--- config.mk ---
export PLATFORM = sky130hd
export DESIGN_NAME = dmem_arbiter_flat
export DESIGN_NICKNAME = d
export VERILOG_FILES = /design/src/rtl/dmem_arbiter_if.sv /design/src/rtl/dmem_arbiter.sv /design/src/flat_wrapper.sv
export SDC_FILE = /design/constraint.sdc
export NUM_CORES = 1
export LEC_CHECK = 0
export CORE_ASPECT_RATIO = 2
export CORE_MARGIN = 3
export CORE_UTILIZATION = 42
export CTS_BUF_LIST = sky130_fd_sc_hd__clkbuf_8 sky130_fd_sc_hd__clkbuf_16
export DETAILED_ROUTE_END_ITERATION = 16
export GPL_ROUTABILITY_DRIVEN = 0
export PLACE_DENSITY = 0.86
export REMOVE_ABC_BUFFERS = 1
export SLEW_MARGIN = 20
export SYNTH_ARGS = -nofsm -noshare
export SYNTH_HDL_FRONTEND = slang
export SYNTH_SLANG_ARGS = --single-unit
--- constraint.sdc ---
create_clock -name clk -period 3.99 [get_ports clk]
set_input_delay 0.399 -clock clk [delete_from_list [all_inputs] [get_ports clk]]
set_output_delay 0.399 -clock clk [all_outputs]
set_load 0.01 [all_outputs]
--- src/rtl/dmem_arbiter_if.sv ---
// -----------------------------------------------------------------------------
// dmem_arbiter_if
// Bundles the two requester handshakes and the data-memory bus that the
// dmem_arbiter sits between.
//
// Signals (per requester n = 0, 1):
//   rn_req, rn_we, rn_addr, rn_wdata : request side, driven by the requester
//   rn_gnt, rn_done, rn_rdata, rn_err: response side, driven by the arbiter
// Memory side:
//   mem_ewr, mem_erd, mem_addr, mem_rdir : driven by the arbiter
//   mem_mout                             : combinational read data from memory
//
// Modports:
//   slave  - the arbiter's view
//   master - the environment's view (requesters plus memory)
// -----------------------------------------------------------------------------
interface dmem_arbiter_if #(
    parameter int DW = 32,
    parameter int AW = 32
);
    logic          r0_req;
    logic          r0_we;
    logic [AW-1:0] r0_addr;
    logic [DW-1:0] r0_wdata;
    logic          r0_gnt;
    logic          r0_done;
    logic [DW-1:0] r0_rdata;
    logic          r0_err;

    logic          r1_req;
    logic          r1_we;
    logic [AW-1:0] r1_addr;
    logic [DW-1:0] r1_wdata;
    logic          r1_gnt;
    logic          r1_done;
    logic [DW-1:0] r1_rdata;
    logic          r1_err;

    logic          mem_ewr;
    logic          mem_erd;
    logic [AW-1:0] mem_addr;
    logic [DW-1:0] mem_rdir;
    logic [DW-1:0] mem_mout;

    modport slave (
        input  r0_req, r0_we, r0_addr, r0_wdata,
        input  r1_req, r1_we, r1_addr, r1_wdata,
        input  mem_mout,
        output r0_gnt, r0_done, r0_rdata, r0_err,
        output r1_gnt, r1_done, r1_rdata, r1_err,
        output mem_ewr, mem_erd, mem_addr, mem_rdir
    );

    modport master (
        output r0_req, r0_we, r0_addr, r0_wdata,
        output r1_req, r1_we, r1_addr, r1_wdata,
        output mem_mout,
        input  r0_gnt, r0_done, r0_rdata, r0_err,
        input  r1_gnt, r1_done, r1_rdata, r1_err,
        input  mem_ewr, mem_erd, mem_addr, mem_rdir
    );
endinterface

--- src/rtl/dmem_arbiter.sv ---
// -----------------------------------------------------------------------------
// dmem_arbiter
// Shares the 32-word data memory between requester 0 (CPU load/store stage)
// and requester 1 (loader/debug port). Each transaction runs IDLE -> ACCESS ->
// RESP, so one access completes every three cycles. All outputs are registered.
//
// Ports:
//   clk  - clock, all state changes on the rising edge
//   rst  - synchronous active-high reset
//   bus  - dmem_arbiter_if.slave: both requester handshakes and the memory bus
//
// Configuration macro:
//   DMEM_ARB_RR_EN - defined: round-robin on ties (the requester that did not
//                    own the previous transaction wins).
//                    undefined: fixed priority, requester 0 always wins a tie.
// -----------------------------------------------------------------------------
module dmem_arbiter #(
    parameter int DW    = 32,
    parameter int AW    = 32,
    parameter int DEPTH = 32
) (
    input logic           clk,
    input logic           rst,
    dmem_arbiter_if.slave bus
);

    typedef enum logic [1:0] {
        IDLE   = 2'd0,
        ACCESS = 2'd1,
        RESP   = 2'd2
    } state_t;

    localparam logic [AW-1:0] DEPTH_LIMIT = AW'(DEPTH);

    state_t        r_state;
    logic          r_owner;
    logic          r_errPending;
    logic          r_gnt0;
    logic          r_gnt1;
    logic          r_done0;
    logic          r_done1;
    logic          r_err0;
    logic          r_err1;
    logic [DW-1:0] r_rdata0;
    logic [DW-1:0] r_rdata1;
    logic          r_memEwr;
    logic          r_memErd;
    logic [AW-1:0] r_memAddr;
    logic [DW-1:0] r_memWdata;
`ifdef DMEM_ARB_RR_EN
    logic          r_lastOwner;
`endif

    logic          w_anyReq;
    logic          w_pick1;
    logic          w_selWe;
    logic [AW-1:0] w_selAddr;
    logic [DW-1:0] w_selWdata;
    logic          w_inRange;

    // Owner selection for the next transaction. Only consulted in IDLE, so the
    // request inputs are ignored while a transaction is in flight.
    always_comb begin
        w_anyReq = bus.r0_req | bus.r1_req;
`ifdef DMEM_ARB_RR_EN
        // On a tie, requester 1 wins only if requester 0 owned the last access.
        w_pick1 = bus.r1_req & (~bus.r0_req | ~r_lastOwner);
`else
        w_pick1 = bus.r1_req & ~bus.r0_req;
`endif
        w_selWe    = w_pick1 ? bus.r1_we    : bus.r0_we;
        w_selAddr  = w_pick1 ? bus.r1_addr  : bus.r0_addr;
        w_selWdata = w_pick1 ? bus.r1_wdata : bus.r0_wdata;
        w_inRange  = (w_selAddr < DEPTH_LIMIT);
    end

    // Transaction sequencer. IDLE latches the winner and raises exactly one
    // memory enable (none for an out-of-range address), ACCESS captures the
    // read data and raises done, RESP clears everything. A reset during
    // ACCESS still lets the memory see its enable at that edge, but no done
    // is ever issued for the aborted transaction.
    always_ff @(posedge clk) begin
        if (rst) begin
            r_state      <= IDLE;
            r_owner      <= 1'b0;
            r_errPending <= 1'b0;
            r_gnt0       <= 1'b0;
            r_gnt1       <= 1'b0;
            r_done0      <= 1'b0;
            r_done1      <= 1'b0;
            r_err0       <= 1'b0;
            r_err1       <= 1'b0;
            r_rdata0     <= '0;
            r_rdata1     <= '0;
            r_memEwr     <= 1'b0;
            r_memErd     <= 1'b0;
            r_memAddr    <= '0;
            r_memWdata   <= '0;
`ifdef DMEM_ARB_RR_EN
            r_lastOwner  <= 1'b1;
`endif
        end else begin
            case (r_state)
                IDLE: begin
                    if (w_anyReq) begin
                        r_state      <= ACCESS;
                        r_owner      <= w_pick1;
                        r_gnt0       <= ~w_pick1;
                        r_gnt1       <= w_pick1;
                        r_memEwr     <= w_selWe & w_inRange;
                        r_memErd     <= ~w_selWe & w_inRange;
                        r_memAddr    <= w_selAddr;
                        r_memWdata   <= w_selWdata;
                        r_errPending <= ~w_inRange;
`ifdef DMEM_ARB_RR_EN
                        r_lastOwner  <= w_pick1;
`endif
                    end
                end
                ACCESS: begin
                    r_state    <= RESP;
                    r_memEwr   <= 1'b0;
                    r_memErd   <= 1'b0;
                    r_memAddr  <= '0;
                    r_memWdata <= '0;
                    if (r_owner) begin
                        r_done1  <= 1'b1;
                        r_err1   <= r_errPending;
                        r_rdata1 <= r_memErd ? bus.mem_mout : '0;
                    end else begin
                        r_done0  <= 1'b1;
                        r_err0   <= r_errPending;
                        r_rdata0 <= r_memErd ? bus.mem_mout : '0;
                    end
                end
                RESP: begin
                    r_state  <= IDLE;
                    r_gnt0   <= 1'b0;
                    r_gnt1   <= 1'b0;
                    r_done0  <= 1'b0;
                    r_done1  <= 1'b0;
                    r_err0   <= 1'b0;
                    r_err1   <= 1'b0;
                    r_rdata0 <= '0;
                    r_rdata1 <= '0;
                end
                default: begin
                    r_state <= IDLE;
                end
            endcase
        end
    end

    // Every output comes straight from a register.
    assign bus.r0_gnt   = r_gnt0;
    assign bus.r0_done  = r_done0;
    assign bus.r0_err   = r_err0;
    assign bus.r0_rdata = r_rdata0;
    assign bus.r1_gnt   = r_gnt1;
    assign bus.r1_done  = r_done1;
    assign bus.r1_err   = r_err1;
    assign bus.r1_rdata = r_rdata1;
    assign bus.mem_ewr  = r_memEwr;
    assign bus.mem_erd  = r_memErd;
    assign bus.mem_addr = r_memAddr;
    assign bus.mem_rdir = r_memWdata;

endmodule

--- src/flat_wrapper.sv ---
// flat-port wrapper written by rule: the top's interface ports become plain ports
module dmem_arbiter_flat 
#(
    parameter int DW    = 32,
    parameter int AW    = 32,
    parameter int DEPTH = 32
)
  (clk, rst, bus_r0_req, bus_r0_we, bus_r0_addr, bus_r0_wdata, bus_r1_req, bus_r1_we, bus_r1_addr, bus_r1_wdata, bus_mem_mout, bus_r0_gnt, bus_r0_done, bus_r0_rdata, bus_r0_err, bus_r1_gnt, bus_r1_done, bus_r1_rdata, bus_r1_err, bus_mem_ewr, bus_mem_erd, bus_mem_addr, bus_mem_rdir);
  dmem_arbiter_if #(.DW(DW), .AW(AW)) bus_i ();
  input logic clk;
  input logic rst;
  input wire logic [$bits(bus_i.r0_req)-1:0] bus_r0_req;
  input wire logic [$bits(bus_i.r0_we)-1:0] bus_r0_we;
  input wire logic [$bits(bus_i.r0_addr)-1:0] bus_r0_addr;
  input wire logic [$bits(bus_i.r0_wdata)-1:0] bus_r0_wdata;
  input wire logic [$bits(bus_i.r1_req)-1:0] bus_r1_req;
  input wire logic [$bits(bus_i.r1_we)-1:0] bus_r1_we;
  input wire logic [$bits(bus_i.r1_addr)-1:0] bus_r1_addr;
  input wire logic [$bits(bus_i.r1_wdata)-1:0] bus_r1_wdata;
  input wire logic [$bits(bus_i.mem_mout)-1:0] bus_mem_mout;
  output wire logic [$bits(bus_i.r0_gnt)-1:0] bus_r0_gnt;
  output wire logic [$bits(bus_i.r0_done)-1:0] bus_r0_done;
  output wire logic [$bits(bus_i.r0_rdata)-1:0] bus_r0_rdata;
  output wire logic [$bits(bus_i.r0_err)-1:0] bus_r0_err;
  output wire logic [$bits(bus_i.r1_gnt)-1:0] bus_r1_gnt;
  output wire logic [$bits(bus_i.r1_done)-1:0] bus_r1_done;
  output wire logic [$bits(bus_i.r1_rdata)-1:0] bus_r1_rdata;
  output wire logic [$bits(bus_i.r1_err)-1:0] bus_r1_err;
  output wire logic [$bits(bus_i.mem_ewr)-1:0] bus_mem_ewr;
  output wire logic [$bits(bus_i.mem_erd)-1:0] bus_mem_erd;
  output wire logic [$bits(bus_i.mem_addr)-1:0] bus_mem_addr;
  output wire logic [$bits(bus_i.mem_rdir)-1:0] bus_mem_rdir;
  assign bus_i.r0_req = bus_r0_req;
  assign bus_i.r0_we = bus_r0_we;
  assign bus_i.r0_addr = bus_r0_addr;
  assign bus_i.r0_wdata = bus_r0_wdata;
  assign bus_i.r1_req = bus_r1_req;
  assign bus_i.r1_we = bus_r1_we;
  assign bus_i.r1_addr = bus_r1_addr;
  assign bus_i.r1_wdata = bus_r1_wdata;
  assign bus_i.mem_mout = bus_mem_mout;
  assign bus_r0_gnt = bus_i.r0_gnt;
  assign bus_r0_done = bus_i.r0_done;
  assign bus_r0_rdata = bus_i.r0_rdata;
  assign bus_r0_err = bus_i.r0_err;
  assign bus_r1_gnt = bus_i.r1_gnt;
  assign bus_r1_done = bus_i.r1_done;
  assign bus_r1_rdata = bus_i.r1_rdata;
  assign bus_r1_err = bus_i.r1_err;
  assign bus_mem_ewr = bus_i.mem_ewr;
  assign bus_mem_erd = bus_i.mem_erd;
  assign bus_mem_addr = bus_i.mem_addr;
  assign bus_mem_rdir = bus_i.mem_rdir;
  dmem_arbiter #(.DW(DW), .AW(AW), .DEPTH(DEPTH)) u_core (.clk(clk), .rst(rst), .bus(bus_i));
endmodule
==> insert_results.sql, run 1 <==
INSERT INTO impl_metrics (metric_group, metric, value, unit) VALUES
('yosys', 'synthesis.yosys.warnings', '0', ''),
('placed_design', 'placement.setup.worst_slack', '1.41', 'ns'),
('yosys', 'synth_area_leader_cell', 'sky130_fd_sc_hd__dfxtp_1', ''),
('finish', 'stdcell_count', '1094', ''),
('yosys', 'number_of_synthesized_flops_with_an_enable_pin', '0', ''),
('sta', 'final-hold-violation-count', '0', ''),
('sta', 'finalSetupTns', '0', 'ns'),
('placed_design', 'port-buffer-count', '301', ''),
('sta', 'number_of_pins_with_negative_max_slew_slack_in_the_final_report', '0', ''),
('sta', 'maxClockFrequency', '463', 'MHz'),
('route', 'drtAntennaViolNets', '0', ''),
('yosys', 'synth_top_family_by_area', 'simple AND/OR/NAND/NOR gates', ''),
('route', 'route.final.wire_length', '18900', 'µm'),
('sta', 'setup-violations-final', '0', ''),
('run', 'max_cap_viol_count', '0', ''),
('floorplan', 'floorplan.initialDensity', '0.432', ''),
('setup_path', 'critPathRequiredTime', '4.27', 'ns'),
('sta', 'min_period', '2.16', 'ns'),
('floorplan', 'die_area', '0.0149', 'mm²'),
('yosys', 'synthFlopType', 'sky130_fd_sc_hd__dfxtp_1', ''),
('finish', 'nNetsFinal', '1095', ''),
('clock_network', 'worstSkewPairLatency', '0.41', 'ns'),
('yosys', 'post_synth_xor_area_fraction', '0', ''),
('yosys', 'synth_seq_cells', '140', ''),
('yosys', 'yosys-mux-area-fraction', '0.117', ''),
('clock_network', 'cts.sinks', '140', ''),
('yosys', 'postSynthAreaPerCell', '8.67', 'µm²'),
('yosys', 'post-synth-top-area-fraction', '0.497', ''),
('floorplan', 'dieHeight', '170', 'µm'),
('clock_network', 'cts_buffer_depth', '2', ''),
('sta', 'finClkSkew', '0.0132', 'ns'),
('yosys', 'synth_cells', '651', ''),
('global_routing', 'gr-usage-all-layers', '0.251', ''),
('sta', 'worst-slew-pin-transition', '0.760', 'ns'),
('power_and_ir_drop', 'power.ir.vdd_worst', '0.000298', 'V'),
('clock_network', 'cts_clock_pin_slew_for_the_worst_setup_and_hold_paths', '0.06', 'ns'),
('power_and_ir_drop', 'powerDensity', '388', 'mW/mm²'),
('route', 'route.detailed.wl_per_inst', '17.3', 'µm'),
('yosys', 'yosys-top-cells-area', 'sky130_fd_sc_hd__dfxtp_1 (50%), sky130_fd_sc_hd__mux2i_1 (12%), sky130_fd_sc_hd__nand2_1 (9.1%)', ''),
('yosys', 'synth-compound-area-share', '0.139', ''),
('yosys', 'synthAdderAreaFrac', '0', ''),
('finish', 'fraction_of_final_layout_cells_with_drive_strength_greater_than_1', '0.0626', ''),
('sta', 'final_clock_period_utilization_by_the_worst_path', '0.541', ''),
('sta', 'max-slew-margin-rel', '0.494', ''),
('clock_network', 'count_of_h_tree_levels_built_during_cts', '4', ''),
('setup_path', 'startpoint_type', 'input pin', ''),
('placed_design', 'dpl.cell_count', '1062', ''),
('placed_design', 'hpwlAfterDp', '14100', 'µm'),
('setup_path', 'crit_arrival', '2.44', 'ns'),
('yosys', 'synth_sequential_area_ratio', '0.497', ''),
('yosys', 'post_syn_area', '0.00564', 'mm²'),
('route', 'detail_route.iter0.violations', '220', ''),
('clock_network', 'numCtsBuffers', '17', ''),
('run_status', 'run_status', 'finished, final reports clean', ''),
('power_and_ir_drop', 'post-layout-total-power', '3.60', 'mW'),
('power_and_ir_drop', 'power.static_leakage', '3.48', 'nW'),
('placed_design', 'dpl_cell_area', '0.00869', 'mm²'),
('clock_network', 'ctsHoldBuffers', '0', ''),
('clock_network', 'cts_post_setup_buffers_inserted', '0', ''),
('global_routing', 'number_of_global_route_vias_before_repair', '5911', ''),
('floorplan', 'floorplan.io_pins', '302', ''),
('yosys', 'ys_async_sr_fraction', '0', ''),
('floorplan', 'chipWidth', '88.0', 'µm'),
('setup_path', 'crit_type', 'input pin to flop', ''),
('route', 'drc_violation_count_after_routing', '0', ''),
('hold_path', 'path_category_of_the_worst_min_delay_check', 'input pin to flop', ''),
('route', 'drt-pass1-iter-count', '5', ''),
('sta', 'timing.final.ws_setup', '1.83', 'ns'),
('floorplan', 'row_count', '59', ''),
('global_routing', 'grt_max_degree', '74', ''),
('yosys', 'synth.lib_cells_used.distinct', '38', '');
==> Yosys cell counts, types with 2 or more instances <==
cell type,count
sky130_fd_sc_hd__or4_4,2
sky130_fd_sc_hd__nand2b_1,2
sky130_fd_sc_hd__a22o_1,2
sky130_fd_sc_hd__nor2b_1,2
sky130_fd_sc_hd__nor2_1,8
sky130_fd_sc_hd__or3_1,3
sky130_fd_sc_hd__dfxtp_1,140
sky130_fd_sc_hd__buf_4,5
sky130_fd_sc_hd__clkbuf_1,13
sky130_fd_sc_hd__nand3_1,64
sky130_fd_sc_hd__o21ai_0,19
sky130_fd_sc_hd__nor4_1,8
sky130_fd_sc_hd__o21ai_1,47
sky130_fd_sc_hd__and2_1,3
sky130_fd_sc_hd__nor4_4,3
sky130_fd_sc_hd__inv_1,3
sky130_fd_sc_hd__nand4_1,2
sky130_fd_sc_hd__buf_2,31
sky130_fd_sc_hd__inv_2,2
sky130_fd_sc_hd__a21oi_1,72
sky130_fd_sc_hd__mux2i_1,65
sky130_fd_sc_hd__nand2_1,137
sky130_fd_sc_hd__buf_1,3
==> per-layer routing <==
metal	vias up	wire, µm	GRT usage
met5	-	0	0
met4	0	860	0.122
met3	55	1270	0.0712
met2	252	10300	0.460
met1	2682	6450	0.251
li1	2811	-	-
==> logic make-up (layout without fill, tap and decap cells) <==
group / count (synthesis) / count (layout)
AOI/OAI and AO/OA: 148 / 148
buffers and inverters: 57 / 348
DFF: 140 / 140
muxes: 66 / 66
and+or+nand+nor: 240 / 240
==> layout by cell type, fill, tap and decap left out, types with 3 or more instances in the layout <==
master,Yosys,final
sky130_fd_sc_hd__clkinvlp_4,0,5
sky130_fd_sc_hd__mux2i_1,65,65
sky130_fd_sc_hd__a21oi_1,72,71
sky130_fd_sc_hd__nor4_1,8,8
sky130_fd_sc_hd__clkbuf_16,0,17
sky130_fd_sc_hd__or3_1,3,3
sky130_fd_sc_hd__nand3_1,64,64
sky130_fd_sc_hd__nand2_1,137,135
sky130_fd_sc_hd__buf_4,5,10
sky130_fd_sc_hd__inv_1,3,5
sky130_fd_sc_hd__o21ai_0,19,19
sky130_fd_sc_hd__inv_6,0,3
sky130_fd_sc_hd__nor4_4,3,3
sky130_fd_sc_hd__nor2_1,8,8
sky130_fd_sc_hd__o21ai_1,47,46
sky130_fd_sc_hd__dfxtp_1,140,140
sky130_fd_sc_hd__clkdlybuf4s50_1,0,300
==> critical path, cell delays in order <==
cell and delay [ns]:
sky130_fd_sc_hd__clkdlybuf4s50_1 0.52, sky130_fd_sc_hd__or2_1 0.28, sky130_fd_sc_hd__and2_1 0.19, sky130_fd_sc_hd__nand2_2 0.55, sky130_fd_sc_hd__buf_4 0.36, sky130_fd_sc_hd__o21ai_0 0.12
==> through the flow <==
step	hold WS [ns]	utilization
after floorplan	0.468	-
after global placement	0.433	0.665
after detailed placement	0.439	0.665
after CTS	0.304	0.710
after global routing	0.321	0.710
final	0.311	0.710
==> state kept, by name, summed over array words and instances, names as in the netlist, 2 cells and up <==
signal               count
u_core.bus.mem_addr     32
u_core.bus.mem_rdir     32
u_core.bus.r0_rdata     32
u_core.bus.r1_rdata     32
u_core.r_state           2
==> where the power goes <==
part           total, mW  switching [mW]  internal, mW
Clock               1.55           0.615         0.938
Combinational      0.552           0.248         0.304
Sequential          1.50          0.0383          1.46
==> layout make-up <==
| type | count | area, µm² |
|---|---|---|
| well taps | 152 | 190 |
| clock inverters | 14 | 145 |
| flip-flops and latches | 140 | 2800 |
| fillers | 1021 | 3790 |
| clock buffers | 18 | 439 |
| multi-input cells | 454 | 2600 |
| inverters | 5 | 18.8 |
| repair buffers | 311 | 3080 |
==> path summary, 6_finish.rpt <==
kind,startpoint,slack [ns],to,depth (start not counted)
min reg2reg,u_core.bus.mem_addr[3],0.44,u_core.bus.mem_addr[3],2
min,rst,0.31,u_core.r_errPending,3
max,bus_r1_req,1.83,u_core.bus.mem_addr[28],6
max reg2reg,u_core.r_state[1],1.87,u_core.bus.mem_addr[28],5
Power figures use the tool's default switching activity.
==> run 2: changes to the inputs <==
CORE_UTILIZATION = 39   (was 42)
PLACE_DENSITY = 0.81   (was 0.86)
clock period = 2.2 ns   (was 3.99 ns; I/O delays follow)
==> insert_results.sql, run 2 (same netlist as run 1, synthesis figures left out) <==
INSERT INTO impl_metrics (metric_group, metric, value, unit) VALUES
('run_status', 'run_status', 'finished, final reports clean', ''),
('route', 'drt-pass1-iter-count', '4', ''),
('finish', 'area.sequential', '0.00280', 'mm²'),
('finish', 'multiInputGateArea', '0.00259', 'mm²'),
('global_routing', 'grt_pass1_wl', '29100', 'µm'),
('setup_path', 'timing.reg2reg.setup_slack', '0.59', 'ns'),
('global_routing', 'gr-usage-all-layers', '0.228', ''),
('sta', 'finClkSkew', '0.0135', 'ns'),
('setup_path', 'origin_of_the_critical_flop_to_flop_path', 'u_core.r_state[1]', ''),
('floorplan', 'floorplan.io_pins', '302', ''),
('finish', 'nNetsFinal', '1099', ''),
('route', 'post_drt_via_cell_ratio', '4.98', ''),
('setup_path', 'startpoint_type', 'input pin', ''),
('route', 'detail_route.iter0.violations', '248', ''),
('clock_network', 'cts.sinks', '140', ''),
('floorplan', 'chipWidth', '91.1', 'µm'),
('run', 'max_cap_viol_count', '0', ''),
('power_and_ir_drop', 'power.static_leakage', '3.53', 'nW'),
('global_routing', 'grt_overflow_total', '0', ''),
('finish', 'num_antenna_cells', '0', ''),
('power_and_ir_drop', 'p_comb_frac', '0.155', ''),
('clock_network', 'clk_root_buffer_cell', 'sky130_fd_sc_hd__clkbuf_16', ''),
('setup_path', 'critical-path-slowest-cell', 'sky130_fd_sc_hd__clkdlybuf4s50_1', ''),
('setup_path', 'rr_worst_depth', '7', ''),
('global_routing', 'number_of_global_route_vias_before_repair', '5750', ''),
('sta', 'maxClockFrequency', '621', 'MHz'),
('setup_path', 'crit_arrival', '1.89', 'ns'),
('clock_network', 'cts_tree', 'done', ''),
('sta', 'final_clock_period_utilization_by_the_worst_path', '0.732', ''),
('clock_network', 'cts_clock_pin_slew_for_the_worst_setup_and_hold_paths', '0.05', 'ns'),
('sta', 'setup-violations-final', '0', ''),
('clock_network', 'cts_buffer_depth', '2', ''),
('finish', 'mostFrequentLayoutCells', 'sky130_fd_sc_hd__clkdlybuf4s50_1 (300), sky130_fd_sc_hd__dfxtp_1 (140), sky130_fd_sc_hd__nand2_1 (136), sky130_fd_sc_hd__a21oi_1 (71), sky130_fd_sc_hd__mux2i_1 (65)', ''),
('power_and_ir_drop', 'powerDensity', '701', 'mW/mm²'),
('placed_design', 'port-buffer-count', '301', ''),
('clock_network', 'numCtsBuffers', '17', ''),
('sta', 'min_period', '1.61', 'ns'),
('global_routing', 'grt_antenna_before_repair', '0', ''),
('setup_path', 'critPathRequiredTime', '2.48', 'ns'),
('finish', 'fraction_of_final_layout_cells_with_drive_strength_greater_than_1', '0.0656', ''),
('clock_network', 'worstSkewPairLatency', '0.41', 'ns'),
('clock_network', 'ctsResizeCount', '0', ''),
('setup_path', 'crit_path_cell_trace', 'clkdlybuf4s50_1 > nand2b_4 > buf_12 > mux2i_1 > o21ai_0', ''),
('route', 'route.detailed.wl_per_inst', '16.3', 'µm'),
('global_routing', 'grt_max_degree', '65', ''),
('clock_network', 'cts_post_setup_buffers_inserted', '0', ''),
('setup_path', 'max_stage_delay', '0.58', 'ns'),
('route', 'route.final.wire_length', '18400', 'µm'),
('setup_path', 'critPathCaptureType', 'flop', ''),
('clock_network', 'count_of_h_tree_levels_built_during_cts', '4', ''),
('power_and_ir_drop', 'seqPwrFrac', '0.410', ''),
('power_and_ir_drop', 'switching_power', '1.61', 'mW'),
('sta', 'number_of_pins_with_negative_max_slew_slack_in_the_final_report', '0', ''),
('setup_path', 'cp-startpoint', 'bus_r0_req', ''),
('placed_design', 'hpwlAfterDp', '14000', 'µm'),
('floorplan', 'dieHeight', '176', 'µm'),
('floorplan', 'core_region_area', '0.0140', 'mm²'),
('power_and_ir_drop', 'power.ir.vdd_worst', '0.000521', 'V'),
('hold_path', 'path_category_of_the_worst_min_delay_check', 'input pin to flop', ''),
('sta', 'max-slew-margin-rel', '0.658', ''),
('finish', 'filler_cell_count', '1197', ''),
('power_and_ir_drop', 'cell_internal_pwr', '4.99', 'mW'),
('finish', 'synthToLayoutAreaGrowth', '67.0', '%'),
('setup_path', 'crit_type', 'input pin to flop', ''),
('sta', 'hold_ws', '0.0995', 'ns'),
('sta', 'final-hold-violation-count', '0', ''),
('power_and_ir_drop', 'clockPowerShare', '0.435', ''),
('setup_path', 'critPathCapture', 'u_core.bus.mem_addr[26]', ''),
('route', 'drc_violation_count_after_routing', '0', ''),
('setup_path', 'worstPathMaxFanout', '40', ''),
('route', 'vias', '5644', ''),
('clock_network', 'ctsHoldBuffers', '0', ''),
('floorplan', 'floorplan.initialDensity', '0.402', ''),
('power_and_ir_drop', 'swShare', '0.244', ''),
('floorplan', 'row_count', '61', ''),
('sta', 'worst-slew-pin-transition', '0.511', 'ns'),
('setup_path', 'worst_r2r_endpoint', 'u_core.bus.mem_erd', ''),
('floorplan', 'die_area', '0.0160', 'mm²'),
('route', 'drtAntennaViolNets', '0', ''),
('sta', 'setup_repair_after_global_routing_missed_its_margin', 'no', ''),
('finish', 'layout.cells.most_common', 'sky130_fd_sc_hd__clkdlybuf4s50_1', ''),
('power_and_ir_drop', 'post-layout-total-power', '6.60', 'mW');
run 2: how the worst min path moves through the flow:
| stage | startpoint | to | slack, ns | depth (start not counted) |
|---|---|---|---|---|
| after CTS | rst | u_core.bus.r0_gnt | 0.09 | 2 |
| after floorplan | rst | u_core.bus.r0_err | 0.29 | 1 |
| after global routing | rst | u_core.bus.r0_gnt | 0.10 | 2 |
| after detailed placement | u_core.bus.mem_rdir[20] | u_core.bus.mem_rdir[20] | 0.44 | 2 |
| final | rst | u_core.bus.r0_gnt | 0.1 | 2 |
| after global placement | u_core.bus.mem_rdir[3] | u_core.bus.mem_rdir[3] | 0.43 | 2 |
run 2: power groups by stage:
stage / clock, mW / combinational [mW] / sequential [mW]
6_report: 2.87 / 1.02 / 2.71
5_1_grt: 3.06 / 1.10 / 2.72
3_3_place_gp: 0 / 1.02 / 2.76
3_5_place_dp: 0 / 1.03 / 2.76
2_1_floorplan: 0 / 0.291 / 2.80
4_1_cts: 2.94 / 1.03 / 2.71
run 2: layout make-up:
| type | instances | area share |
|---|---|---|
| tap | 189 | 0.0251 |
| timing repair buffer | 315 | 0.337 |
| multi-input combinational | 454 | 0.275 |
| clock buffer | 17 | 0.0451 |
| clock inverter | 14 | 0.0181 |
| inverter | 5 | 0.00199 |
| sequential | 140 | 0.297 |
run 2: metrics by stage:
step	std cells	TNS (ns)	worst slack [ns]	instance area, µm²	util
finish	1134	0	0.589	9420	0.671
global route	1134	0	0.418	9420	0.671
CTS	1134	0	0.550	9420	0.671
detailed placement	1103	0	0.136	8830	0.629
global placement	1103	0	0.158	8830	0.629
floorplan	599	-81.12	-1.29	5390	-
run 2: critical path: cells and delay by family:
kind            cells  cell delay [ns]
compound gates      1             0.11
buf+inv             2             0.89
simple gates        1             0.31
mux                 1             0.33
run 2: routing by layer:
layer / up-vias / share of wire / track usage
li1: 2825 / - / -
met1: 2565 / 0.36 / 0.237
met2: 218 / 0.54 / 0.421
met3: 36 / 0.065 / 0.0652
met4: 0 / 0.034 / 0.0963
met5: - / 0 / 0
